### config.mk
export PLATFORM = sky130hd
export DESIGN_NAME = shift_arbiter
export DESIGN_NICKNAME = d
export VERILOG_FILES = /design/src/rtl/shift_arbiter.sv
export SDC_FILE = /design/constraint.sdc
export NUM_CORES = 1
export LEC_CHECK = 0
export ABC_AREA = 0
export CELL_PAD_IN_SITES_DETAIL_PLACEMENT = 0
export CELL_PAD_IN_SITES_GLOBAL_PLACEMENT = 1
export CORE_MARGIN = 5
export CORE_UTILIZATION = 38
export CTS_CLUSTER_DIAMETER = 60
export DETAILED_ROUTE_END_ITERATION = 10
export PLACE_DENSITY_LB_ADDON = 0.1
export SETUP_SLACK_MARGIN = 0.3
export SLEW_MARGIN = 30
export SYNTH_ARGS = -nofsm -noshare
export SYNTH_HDL_FRONTEND = slang
export SYNTH_SLANG_ARGS = --single-unit
### constraint.sdc
create_clock -name clk -period 2.15 [get_ports clk]
set_input_delay 0.3225 -clock clk [delete_from_list [all_inputs] [get_ports clk]]
set_output_delay 0.3225 -clock clk [all_outputs]
set_load 0.02 [all_outputs]
### src/rtl/shift_arbiter.sv
// shift_arbiter: two requesters share one XLEN-bit shifter (srl/sll/sra/pass).
// A round-robin pointer settles contention. The shifted result is captured in a
// single response register and returned with the ID of the requester that issued it.
// The response channel uses valid/ready handshaking.
module shift_arbiter #(
    parameter int XLEN = 32,
    parameter int SHW  = 5      // must equal $clog2(XLEN)
) (
    input  logic            clk,
    input  logic            rst_n,

    input  logic            req0_valid,
    output logic            req0_ready,
    input  logic [XLEN-1:0] req0_a,
    input  logic [SHW-1:0]  req0_shamt,
    input  logic [1:0]      req0_type,

    input  logic            req1_valid,
    output logic            req1_ready,
    input  logic [XLEN-1:0] req1_a,
    input  logic [SHW-1:0]  req1_shamt,
    input  logic [1:0]      req1_type,

    output logic            resp_valid,
    input  logic            resp_ready,
    output logic [XLEN-1:0] resp_data,
    output logic            resp_id,
    output logic            busy
);

    typedef enum logic {
        IDLE = 1'b0,
        FULL = 1'b1
    } state_t;

    localparam logic [1:0] OP_SRL  = 2'b00;
    localparam logic [1:0] OP_SLL  = 2'b01;
    localparam logic [1:0] OP_SRA  = 2'b10;

    state_t          state_q, state_d;
    logic [XLEN-1:0] resp_data_q, resp_data_d;
    logic            resp_id_q, resp_id_d;
    logic            rr_ptr_q, rr_ptr_d;

    logic [1:0]      valid_vec;
    logic [1:0]      ready_vec;
    logic            grant_id;
    logic            can_accept;
    logic            accept;
    logic [XLEN-1:0] sel_a;
    logic [SHW-1:0]  sel_shamt;
    logic [1:0]      sel_type;
    logic [XLEN-1:0] shift_result;

    // Shared shifter. A shift amount of zero returns the operand for every op type.
    function automatic logic [XLEN-1:0] do_shift(input logic [XLEN-1:0] a,
                                                 input logic [SHW-1:0]  sh,
                                                 input logic [1:0]      op);
        logic [XLEN-1:0] r;
        case (op)
            OP_SRL:  r = a >> sh;
            OP_SLL:  r = a << sh;
            OP_SRA:  r = XLEN'($signed(a) >>> sh);
            default: r = a;
        endcase
        return r;
    endfunction

    assign valid_vec = {req1_valid, req0_valid};

    // Grant selection: a lone valid requester wins; when both are valid, rr_ptr decides.
    always_comb begin
        grant_id = 1'b0;
        if (req0_valid && req1_valid) begin
            grant_id = rr_ptr_q;
        end else if (req1_valid) begin
            grant_id = 1'b1;
        end
    end

    assign can_accept = (state_q == IDLE) || (resp_ready && (state_q == FULL));

    // Each requester sees ready only when it holds the grant. Ready is also held low
    // while reset is asserted.
    genvar gi;
    generate
        for (gi = 0; gi < 2; gi++) begin : g_ready
            assign ready_vec[gi] = rst_n && can_accept && valid_vec[gi]
                                   && (grant_id == 1'(gi));
        end
    endgenerate

    assign accept = |ready_vec;

    assign sel_a        = grant_id ? req1_a     : req0_a;
    assign sel_shamt    = grant_id ? req1_shamt : req0_shamt;
    assign sel_type     = grant_id ? req1_type  : req0_type;
    assign shift_result = do_shift(sel_a, sel_shamt, sel_type);

    // State register.
    always_ff @(posedge clk or negedge rst_n) begin
        if (!rst_n) begin
            state_q <= IDLE;
        end else begin
            state_q <= state_d;
        end
    end

    // Next-state logic. A new accept takes priority, so a retire and a reload on the same edge stay FULL.
    always_comb begin
        state_d = state_q;
        if (accept) begin
            state_d = FULL;
        end else if ((state_q == FULL) && resp_ready) begin
            state_d = IDLE;
        end
    end

    // Response and pointer next values. These change only on accept, so resp_data holds while empty.
    always_comb begin
        resp_data_d = resp_data_q;
        resp_id_d   = resp_id_q;
        rr_ptr_d    = rr_ptr_q;
        if (accept) begin
            resp_data_d = shift_result;
            resp_id_d   = grant_id;
            rr_ptr_d    = ~grant_id;
        end
    end

    // Response datapath and round-robin pointer registers.
    always_ff @(posedge clk or negedge rst_n) begin
        if (!rst_n) begin
            resp_data_q <= '0;
            resp_id_q   <= 1'b0;
            rr_ptr_q    <= 1'b0;
        end else begin
            resp_data_q <= resp_data_d;
            resp_id_q   <= resp_id_d;
            rr_ptr_q    <= rr_ptr_d;
        end
    end

    // Output decode.
    always_comb begin
        resp_valid = (state_q == FULL);
        resp_data  = resp_data_q;
        resp_id    = resp_id_q;
        req0_ready = ready_vec[0];
        req1_ready = ready_vec[1];
        busy       = (state_q == FULL) || req0_valid || req1_valid;
    end

endmodule

==> impl_summary.txt, run 1 <==
----------------------------------------------------
[Synth]
  Post-synth net total ... 1214
  Cell count after synthesis ... 1131
  Post-synth design cell area ... 0.00857 mm^2
  Number of flops mapped to enable cells by yosys ... 0
  Post-synthesis compound-gate area fraction ... 0.357
  Fraction of registers with async set/reset ... 1.00
  Sequential share of the synthesized area ... 0.102
  Fraction of the mapped netlist area in simple logic gates ... 0.208
  Number of different library cells in the post-synthesis netlist ... 90
  Synthesized-area fraction occupied by xor and xnor cells ... 0
  Syn_area_per_cell ... 7.58 um^2
  Count of yosys warnings during synthesis ... 0
  Share of the synthesized area in the top cell type ... 0.152
  Largest family of logic cells by synthesized area ... compound AO/OA/AOI/OAI gates
  Multiplexer share of the synthesized area ... 0.253
  Ranking of synthesized cells by instance count ... mux2i_1, nand2_1, o21ai_0
  Flip-flop cell with the highest count after synthesis ... dfrtp_1
  Register bit total from synthesis ... 35
  Adder and majority gate portion of the synthesized area ... 0
  Post-synthesis cell type with the largest combined area ... mux2i_1
  Most repeated cell in the gate-level netlist after synthesis ... mux2i_1
  Leading cell types by total area after synthesis ... mux2i_1, dfrtp_1, mux4_2

[Routing]
  Count of unresolved DRC violations after routing ... 0
  Detailed Route WL ... 60.0 mm
  Via-to-Cell Ratio ... 6.83
  Amount of wire on met3 after detailed routing ... 7.27 mm
  Count of antenna-violating nets left after detailed routing ... 0
  First drt pass iteration count ... 8
  Mean routed wirelength per cell ... 29.7 um
  Uppermost layer routed ... met4
  DR vias ... 13800
  Post-Route M1 WL ... 21.6 mm
  Detailed-routed wire length on met2 ... 25.2 mm
  DRT iter0 DRCs ... 1905

[Final layout]
  Finished Core Util ... 0.723
  Diode insertion count for antenna repair ... 0
  Share of layout cells above drive strength 1 ... 0.499
  Synthesis-to-layout area growth ... 89.3%
  Layout Nets ... 1815
  Post-Layout Cell Count ... 2018

[Global route]
  Global-route wire length before repair ... 85.5 mm
  GR Util All Layers ... 0.437
  Via count of the first global-routing pass ... 13300
  Number of antenna violations at the first check in global routing ... 0
  Remaining global-route overflow ... 0
  Largest net degree at the start of global routing ... 34

[Power and ir drop]
  Power Dens Cells ... 577 mW/mm^2
  Max VDD drop ... 0.000409 V
  Leak ... 6.96 nW

[Place]
  Quantity of I/O buffers inserted on ports ... 119
  Inst Count DP ... 1953
  Final RePlAce weighted congestion ... 1.11
  HPWL reported at the end of detailed placement ... 46.9 mm
  Minimum setup slack after placement ... -1010 ps

[Clock network]
  TritonCTS Buffers ... 5
  Clock latency of the later-clocked register in the worst-skew pair ... 310 ps
  Root buffer cell ... clkbuf_16
  Total clock sinks ... 35
  Deepest level of the CTS H-tree ... 2
  TritonCTS clock tree ... yes
  Clk slew on worst S/H paths ... 70 ps
  Clock Tree Buf Depth ... 2

[Timing]
  Worst setup margin ... -517 ps
  Highest attainable clock frequency ... 0.375 GHz
  Setup repair after global routing missed its margin ... yes
  Pins over their slew limit ... 0
  Final period utilization ... 1.24
  Total setup violations reported at the end of the flow ... 32
  Hold_ws ... 125 ps
  Transition at the pin with the smallest max-transition slack ... 674 ps
  Fin. Hold Viols ... 0
  Setup TNS ... -12100 ps
  Tmin final ... 2670 ps
  Clock skew ... 5.43 ps
  Normalized max-slew margin ... 0.549

[Die]
  Die Height ... 160 um
  Die extent in x ... 160 um
  Effective utilization at floorplan ... 0.382
  Core Area ... 0.0224 mm^2
  Area of the die ... 0.0257 mm^2
  Number of top-level design ports ... 120
  Placement Rows ... 55

[Critical path]
  Kind of end point of the critical path ... flip-flop
  Depth of the most critical reg-to-reg path ... 13
  Maximum fanout along the worst path ... 8
  Worst EP arrival ... 2870 ps
  Crit Path Class ... reg -> reg
  Required time worst endpoint ... 2350 ps
  Launching element type of the critical path ... flip-flop

[Run]
  Count of max-cap constraint violations ... 0

[Run status]
  Violated checks ... setup timing
  Run status ... finished with violations

[Hold path]
  Class of the worst hold path ... in -> async

----------------------------------------------------
## repair_timing
item                                   in CTS  in global routing
gates cloned                                4                  3
setup endpoints to repair                  35                 35
hold buffers                                1                  0
setup buffers                              31                 18
endpoints found under the hold margin       2                  0
gates resized for setup                   193                107
pin swaps                                  45                 63
## worst max-delay path, stage by stage (launching register included)
cell and delay (ps):
dfrtp_1 410, and2b_4 290, buf_12 140, buf_12 140, o21ai_4 90, buf_6 140
buf_6 120, a221oi_2 310, a31oi_1 100, buf_4 210, a21oi_2 170, nand3_1 100
buf_6 160, and3_4 160
## power breakdown
| part | switching [W] | leakage [nW] | total [W] | internal, W |
|---|---|---|---|---|
| clock network | 0.000364 | 0.0900 | 0.00103 | 0.000666 |
| logic | 0.00389 | 6.45 | 0.00736 | 0.00346 |
| registers | 0.000131 | 0.419 | 0.000967 | 0.000836 |
## per-stage QoR
stage | total power [W] | cell area, um^2
after global placement | 0.00695 | 14100
final | 0.00935 | 16200
after CTS | 0.00865 | 15500
after global routing | 0.00958 | 16200
after detailed placement | 0.00696 | 14100
after floorplan | 0.00370 | 9040
## cells by family (layout without fill, tap and decap cells)
logic type / count (synthesis) / after routing
buffers and inverters: 126 / 727
muxes: 185 / 185
AOI/OAI and AO/OA: 422 / 422
DFF: 35 / 35
and+or+nand+nor: 363 / 364
## cell usage in the layout, fill, tap and decap left out, types with 11 or more instances in the layout
cell type	netlist	routed
nor2_1	61	49
buf_12	0	39
nor3_1	25	18
a21oi_1	58	44
mux2_2	33	28
clkdlybuf4s50_1	0	104
a211oi_1	26	13
nand4_1	30	30
nand3_1	55	47
nand2_1	110	104
a211oi_2	0	12
dfrtp_1	35	35
a31oi_1	30	24
o211ai_1	38	38
o21ai_1	9	33
a21oi_2	1	13
nor2b_1	11	11
buf_4	17	498
mux4_2	22	22
mux2i_1	130	118
buf_6	8	49
o21ai_0	77	40
## registers in the layout, indices dropped and copies added, names as in the netlist
register and flops:
resp_data 32, resp_id 1, resp_valid 1, rr_ptr_q 1
## layout make-up
| cell class | count | area [um^2] |
|---|---|---|
| inverters | 8 | 30.0 |
| flip-flops and latches | 35 | 876 |
| multi-input cells | 971 | 8370 |
| clock buffers | 5 | 125 |
| fillers | 1762 | 6210 |
| well taps | 285 | 357 |
| clock inverters | 3 | 67.6 |
| repair buffers | 711 | 6400 |
## worst paths after layout
check | startpoint | to | slack, ps
hold reg to reg | resp_id | resp_id | 500
setup reg to reg | rr_ptr_q | resp_data[29] | -520
hold / removal | rst_n | resp_data[1] | 120
setup / recovery | rr_ptr_q | resp_data[29] | -520
min in group clk | resp_id | resp_id | 500
max in group asynchronous | rst_n | resp_valid | 1620
## routing by layer
layer  vias to the layer above  global-route usage
met3                       329               0.121
met1                      6550               0.527
met2                      1136               0.668
met4                         0               0.311
li1                       5763                   -
met5                         -                   0
(Power assumes the default switching activity.)
==> inputs of run 2 (changes only) <==
- CORE_UTILIZATION: 38 -> 45
- REMOVE_ABC_BUFFERS: unset -> 1
- clock period: 2.15 -> 3.35 ns (I/O delays scaled with it)
==> impl_summary.txt, run 2 (same netlist as run 1, synthesis figures left out) <==
----------------------------------------------------
[Global route]
  Number of antenna violations at the first check in global routing ... 0 (unchanged)
  Via count of the first global-routing pass ... 11300 (-15%)
  Largest net degree at the start of global routing ... 42 (+24%)
  GR Util All Layers ... 0.435 (-0.00163)
  Remaining global-route overflow ... 0 (unchanged)
  Global-route wire length before repair ... 72.5 mm (-15%)

[Die]
  Placement Rows ... 50 (-9.1%)
  Number of top-level design ports ... 120 (unchanged)
  Effective utilization at floorplan ... 0.458 (+0.0761)
  Die Height ... 148 um (-7.6%)
  Core Area ... 0.0187 mm^2 (-17%)
  Die extent in x ... 148 um (-7.6%)
  Area of the die ... 0.0219 mm^2 (-15%)

[Power and ir drop]
  Power Dens Cells ... 391 mW/mm^2 (-32%)
  Leak ... 4.87 nW (-30%)
  Max VDD drop ... 0.000227 V (-44%)
  Switching part of the total ... 0.496 (+0.0270)
  Part of the power in registers ... 0.136 (+0.033)
  Internal power of the cells ... 0.00231 W (-53%)
  Fraction of power consumed by the clock network ... 0.127 (+0.017)
  Portion of total power attributed to combinational logic ... 0.737 (-0.049)
  Net Sw Power ... 0.00228 W (-48%)
  Final Total Pwr ... 0.00459 W (-51%)

[Run status]
  Run status ... finished, final reports clean

[Place]
  Final RePlAce weighted congestion ... 1.18 (+6.1%)
  Quantity of I/O buffers inserted on ports ... 119 (unchanged)
  Placed Area ... 0.0116 mm^2 (-18%)
  HPWL reported at the end of detailed placement ... 39.5 mm (-16%)

[Final layout]
  Diode insertion count for antenna repair ... 0 (unchanged)
  Count of fill cells added during filler insertion ... 1708 (-3.1%)
  Layout Nets ... 1479 (-19%)
  Flip-flop count of the largest register after layout ... 32 (unchanged)
  Commonest cells after routing, fill and taps aside ... buf_4, mux2i_1, clkdlybuf4s50_1, nand2_1, o21ai_0
  Sequential cell area in the final layout ... 876 um^2 (unchanged)
  Synthesis-to-layout area growth ... 37.2%
  Multi-input logic area ... 0.00706 mm^2 (-16%)
  Share of layout cells above drive strength 1 ... 0.261 (-0.238)
  Final std cell area, no fill ... 0.0118 mm^2 (-28%)
  Most common library cell in the layout ignoring fill and taps ... buf_4

[Hold path]
  Class of the worst hold path ... in -> async

[Clock network]
  Total clock sinks ... 35 (unchanged)
  Clock latency of the later-clocked register in the worst-skew pair ... 300 ps (about the same)
  Clock Tree Buf Depth ... 2 (unchanged)
  Deepest level of the CTS H-tree ... 2 (unchanged)
  Clk slew on worst S/H paths ... 60 ps (about the same)
  TritonCTS clock tree ... yes
  Root buffer cell ... clkbuf_16
  Post-CTS Hold Buffers ... 0 (-1)
  TritonCTS Buffers ... 5 (unchanged)

[Critical path]
  Crit Path Class ... in -> reg
  Launching element type of the critical path ... input pin
  Kind of end point of the critical path ... flip-flop
  Required time worst endpoint ... 3540 ps (+1190 ps)
  Worst EP arrival ... 3190 ps (+320 ps)
  Maximum fanout along the worst path ... 9 (+1)

[Run]
  Count of max-cap constraint violations ... 0 (unchanged)

[Routing]
  Mean routed wirelength per cell ... 30.5 um (+2.7%)
  Detailed Route WL ... 49.8 mm (-17%)
  First drt pass iteration count ... 7 (-1)
  DR vias ... 12000 (-13%)
  Via-to-Cell Ratio ... 7.38 (+8.1%)
  DRT iter0 DRCs ... 1953 (+2.5%)
  Count of antenna-violating nets left after detailed routing ... 0 (unchanged)
  Count of unresolved DRC violations after routing ... 0 (unchanged)

[Timing]
  Transition at the pin with the smallest max-transition slack ... 762 ps (+88.5 ps)
  Tmin final ... 3000 ps
  Pins over their slew limit ... 0 (unchanged)
  Normalized max-slew margin ... 0.490 (-0.0592)
  Total setup violations reported at the end of the flow ... 0 (-100%)
  Clock skew ... 7.72 ps (+2.29 ps)
  Fin. Hold Viols ... 0 (unchanged)
  Setup repair after global routing missed its margin ... yes
  Hold_ws ... 4.40 ps (-120 ps)
  Final period utilization ... 0.897
  Highest attainable clock frequency ... 0.333 GHz

----------------------------------------------------
-- run 2: worst paths after layout --
| path | startpoint | end | slack, ps | cells after the start |
|---|---|---|---|---|
| setup / recovery | req0_valid | resp_data[8] | 350 | 10 |
| max in group asynchronous | rst_n | resp_data[10] | 2610 | 2 |
| hold reg to reg | resp_id | resp_id | 490 | 1 |
| setup reg to reg | rr_ptr_q | resp_data[8] | 590 | 9 |
| min in group clk | resp_id | resp_id | 490 | 1 |
| hold / removal | rst_n | resp_valid | 4 | 1 |
-- run 2: power by group through the flow --
stage,Sequential [W],Combinational (W),Clock [W]
floorplan,0.000742,0.00135,0
global placement,0.000626,0.00322,0
detailed placement,0.000627,0.00323,0
CTS,0.000621,0.00325,0.000570
global route,0.000634,0.00349,0.000582
finish,0.000626,0.00339,0.000581
-- run 2: cell type report --
| cell class | count | area share |
|---|---|---|
| clock inverter | 3 | 0.00372 |
| clock buffer | 5 | 0.0106 |
| tap | 234 | 0.0249 |
| timing repair buffer | 376 | 0.283 |
| sequential | 35 | 0.0745 |
| inverter | 8 | 0.00255 |
| multi-input combinational | 970 | 0.600 |
-- run 2: repair_timing --
item / in CTS / in global routing
gates resized for setup: 0 / 7
endpoints found under the setup margin: 0 / 9
buffers inserted: 0 / 1
-- run 2: routing by layer --
layer	GRT usage	routed length (um)	vias up	part of all wire
met2	0.641	20500	1066	0.41
li1	-	-	5071	-
met3	0.107	6810	249	0.14
met4	0.277	4180	0	0.084
met1	0.567	18300	5648	0.37
met5	0	0	-	0
-- run 2: worst max-delay path: stages --
cell             delay, ps
clkdlybuf4s50_1        520
and2b_4                290
buf_4                  230
o21ai_4                 80
buf_4                  170
a22o_1                 230
o311a_1                200
mux2i_1                460
o31ai_1                160
a311o_1                330
-- run 2: metrics by stage --
| step | TNS, ps | setup slack [ps] | utilization | cells |
|---|---|---|---|---|
| CTS | 0 | 374 | 0.627 | 1630 |
| global placement | 0 | 44.2 | 0.618 | 1622 |
| detailed placement | 0 | 56.4 | 0.618 | 1622 |
| floorplan | -21020 | -989 | - | 1013 |
| finish | 0 | 346 | 0.629 | 1631 |
| global route | 0 | 287 | 0.629 | 1631 |
==> inputs of run 3 (changes only) <==
- CORE_UTILIZATION: 45 -> 42
- clock period: 3.35 -> 2.98 ns (I/O delays scaled with it)
==> impl_summary.txt, run 3 (same netlist as run 1, synthesis figures left out) <==
----------------------------------------------------
[Run]
  Count of max-cap constraint violations ... 0 (unchanged)

[Timing]
  Fin. Hold Viols ... 0 (unchanged)
  Setup repair after global routing missed its margin ... yes
  Hold_ws ... 57.2 ps (+52.8 ps)
  Pins over their slew limit ... 0 (unchanged)
  Total setup violations reported at the end of the flow ... 0 (unchanged)
  Highest attainable clock frequency ... 0.365 GHz
  Tmin final ... 2740 ps
  Normalized max-slew margin ... 0.601 (+0.111)
  Clock skew ... 7.59 ps (-0.131 ps)
  Final period utilization ... 0.921
  Transition at the pin with the smallest max-transition slack ... 592 ps (-170 ps)

[Routing]
  Count of unresolved DRC violations after routing ... 0 (unchanged)
  Mean routed wirelength per cell ... 29.3 um (-4.0%)
  DR vias ... 12700 (+5.3%)
  Count of antenna-violating nets left after detailed routing ... 0 (unchanged)
  Detailed Route WL ... 53.4 mm (+7.3%)
  First drt pass iteration count ... 7 (unchanged)
  Via-to-Cell Ratio ... 6.95 (-5.8%)
  DRT iter0 DRCs ... 1702 (-13%)

[Clock network]
  Root buffer cell ... clkbuf_16
  Clock latency of the later-clocked register in the worst-skew pair ... 290 ps (about the same)
  Deepest level of the CTS H-tree ... 2 (unchanged)
  Clk slew on worst S/H paths ... 70 ps (about the same)
  TritonCTS Buffers ... 5 (unchanged)
  Clock Tree Buf Depth ... 2 (unchanged)
  TritonCTS clock tree ... yes
  Post-CTS Hold Buffers ... 0 (unchanged)
  Total clock sinks ... 35 (unchanged)

[Power and ir drop]
  Leak ... 5.78 nW (+19%)
  Power Dens Cells ... 421 mW/mm^2 (+7.7%)
  Final Total Pwr ... 0.00574 W (+25%)
  Max VDD drop ... 0.000280 V (+23%)

[Critical path]
  Maximum fanout along the worst path ... 14 (+5)
  Worst EP arrival ... 2910 ps (-280 ps)
  Launching element type of the critical path ... input pin
  Worst r2r src ... rr_ptr_q
  Worst path cell trace ... dlygate4sd2_1 > buf_4 > nand2b_4 > buf_12 > nand2_2 > buf_4 > mux2_2 > buf_12 > nor4_2 > or4_1 > a211oi_2 > nor3_1
  Cell with the biggest individual delay on the critical path ... nor4_2
  Required time worst endpoint ... 3150 ps (-390 ps)
  Worst setup startpoint ... req0_valid
  Largest stage delay on the critical path ... 430 ps (-90 ps)
  Kind of end point of the critical path ... flip-flop
  Crit Path Class ... in -> reg

[Final layout]
  Diode insertion count for antenna repair ... 0 (unchanged)
  Final std cell area, no fill ... 0.0136 mm^2 (+16%)
  Commonest cells after routing, fill and taps aside ... buf_4, mux2i_1, nand2_1, clkdlybuf4s50_1, o21ai_0
  Count of fill cells added during filler insertion ... 1750 (+2.5%)
  Layout Nets ... 1635 (+11%)
  Most common library cell in the layout ignoring fill and taps ... buf_4
  Multi-input logic area ... 0.00759 mm^2 (+7.5%)
  Sequential cell area in the final layout ... 876 um^2 (unchanged)
  Share of layout cells above drive strength 1 ... 0.389 (+0.128)
  Flip-flop count of the largest register after layout ... 32 (unchanged)
  Synthesis-to-layout area growth ... 59.2%

[Die]
  Number of top-level design ports ... 120 (unchanged)
  Area of the die ... 0.0234 mm^2 (+6.7%)
  Placement Rows ... 52 (+4.0%)
  Effective utilization at floorplan ... 0.425 (-0.0333)
  Core Area ... 0.0202 mm^2 (+7.8%)
  Die Height ... 153 um (+3.3%)
  Die extent in x ... 153 um (+3.3%)

[Global route]
  Via count of the first global-routing pass ... 12100 (+7.4%)
  M2 GR Usage ... 0.643 (+0.00198)
  GRT met1 Usage ... 0.561 (-0.00638)
  GR Util All Layers ... 0.435 (about the same)
  Fraction of met3 tracks used by global routing ... 0.116 (+0.00919)
  Remaining global-route overflow ... 0 (unchanged)
  Number of antenna violations at the first check in global routing ... 2 (+2)
  Global-route wire length before repair ... 78.5 mm (+8.3%)
  GRT busiest layer ... met2
  Largest net degree at the start of global routing ... 30 (-29%)

[Run status]
  Run status ... finished, final reports clean

[Hold path]
  Class of the worst hold path ... in -> async

[Place]
  HPWL reported at the end of detailed placement ... 43.4 mm (+9.8%)
  Quantity of I/O buffers inserted on ports ... 119 (unchanged)
  Placed Area ... 0.0128 mm^2 (+11%)
  Final RePlAce weighted congestion ... 1.09 (-7.2%)

----------------------------------------------------
[run 3: layout make-up]
type / instances / share of cell area
Multi-Input combinational cell: 970 / 0.556
Timing Repair Buffer: 532 / 0.341
Sequential cell: 35 / 0.0642
Tap cell: 270 / 0.0248
Clock buffer: 5 / 0.00917
Clock inverter: 3 / 0.00321
Inverter: 8 / 0.00220
[run 3: worst paths after layout]
check | cells past startpoint | slack (ps) | endpoint
setup / recovery | 12 | 240 | resp_data[31]
hold / removal | 1 | 60 | resp_id
setup reg to reg | 10 | 250 | resp_data[31]
hold reg to reg | 1 | 490 | resp_id
max in group asynchronous | 2 | 2200 | resp_data[29]
min in group clk | 1 | 490 | resp_id
[run 3: repair_timing]
| action | CTS | global route |
|---|---|---|
| resized for setup | 78 | 62 |
| cloned | 1 | 0 |
| buffers inserted | 4 | 3 |
| pin swaps | 18 | 5 |
| endpoints found under the setup margin | 34 | 27 |
[run 3: stage by stage]
step | worst slack (ps) | setup TNS, ps | cells | utilization
final | 237 | 0 | 1823 | 0.677
after global routing | 252 | 0 | 1823 | 0.677
after CTS | 321 | 0 | 1820 | 0.662
after detailed placement | -481 | -8370 | 1807 | 0.634
after global placement | -468 | -8210 | 1807 | 0.634
after floorplan | -1300 | -31140 | 1013 | -
[run 3: report_power, final]
part           total (W)  switching (W)  internal, W
clock           0.000639       0.000244     0.000396
sequential      0.000719       0.000116     0.000603
combinational    0.00438        0.00242      0.00196
total            0.00574        0.00278      0.00296
[run 3: worst max-delay path, delay by kind of cell]
family	cells	cell delay [ps]
multiplexers	1	390
AO/OA/AOI/OAI	1	50
buffers and inverters	5	880
AND/OR/NAND/NOR	5	1130
[run 3: per-layer routing]
| layer | wire length, um | share of wire |
|---|---|---|
| met4 | 4610 | 0.086 |
| met5 | 33 | 0.00062 |
| met1 | 20100 | 0.38 |
| met2 | 22200 | 0.42 |
| met3 | 6540 | 0.12 |
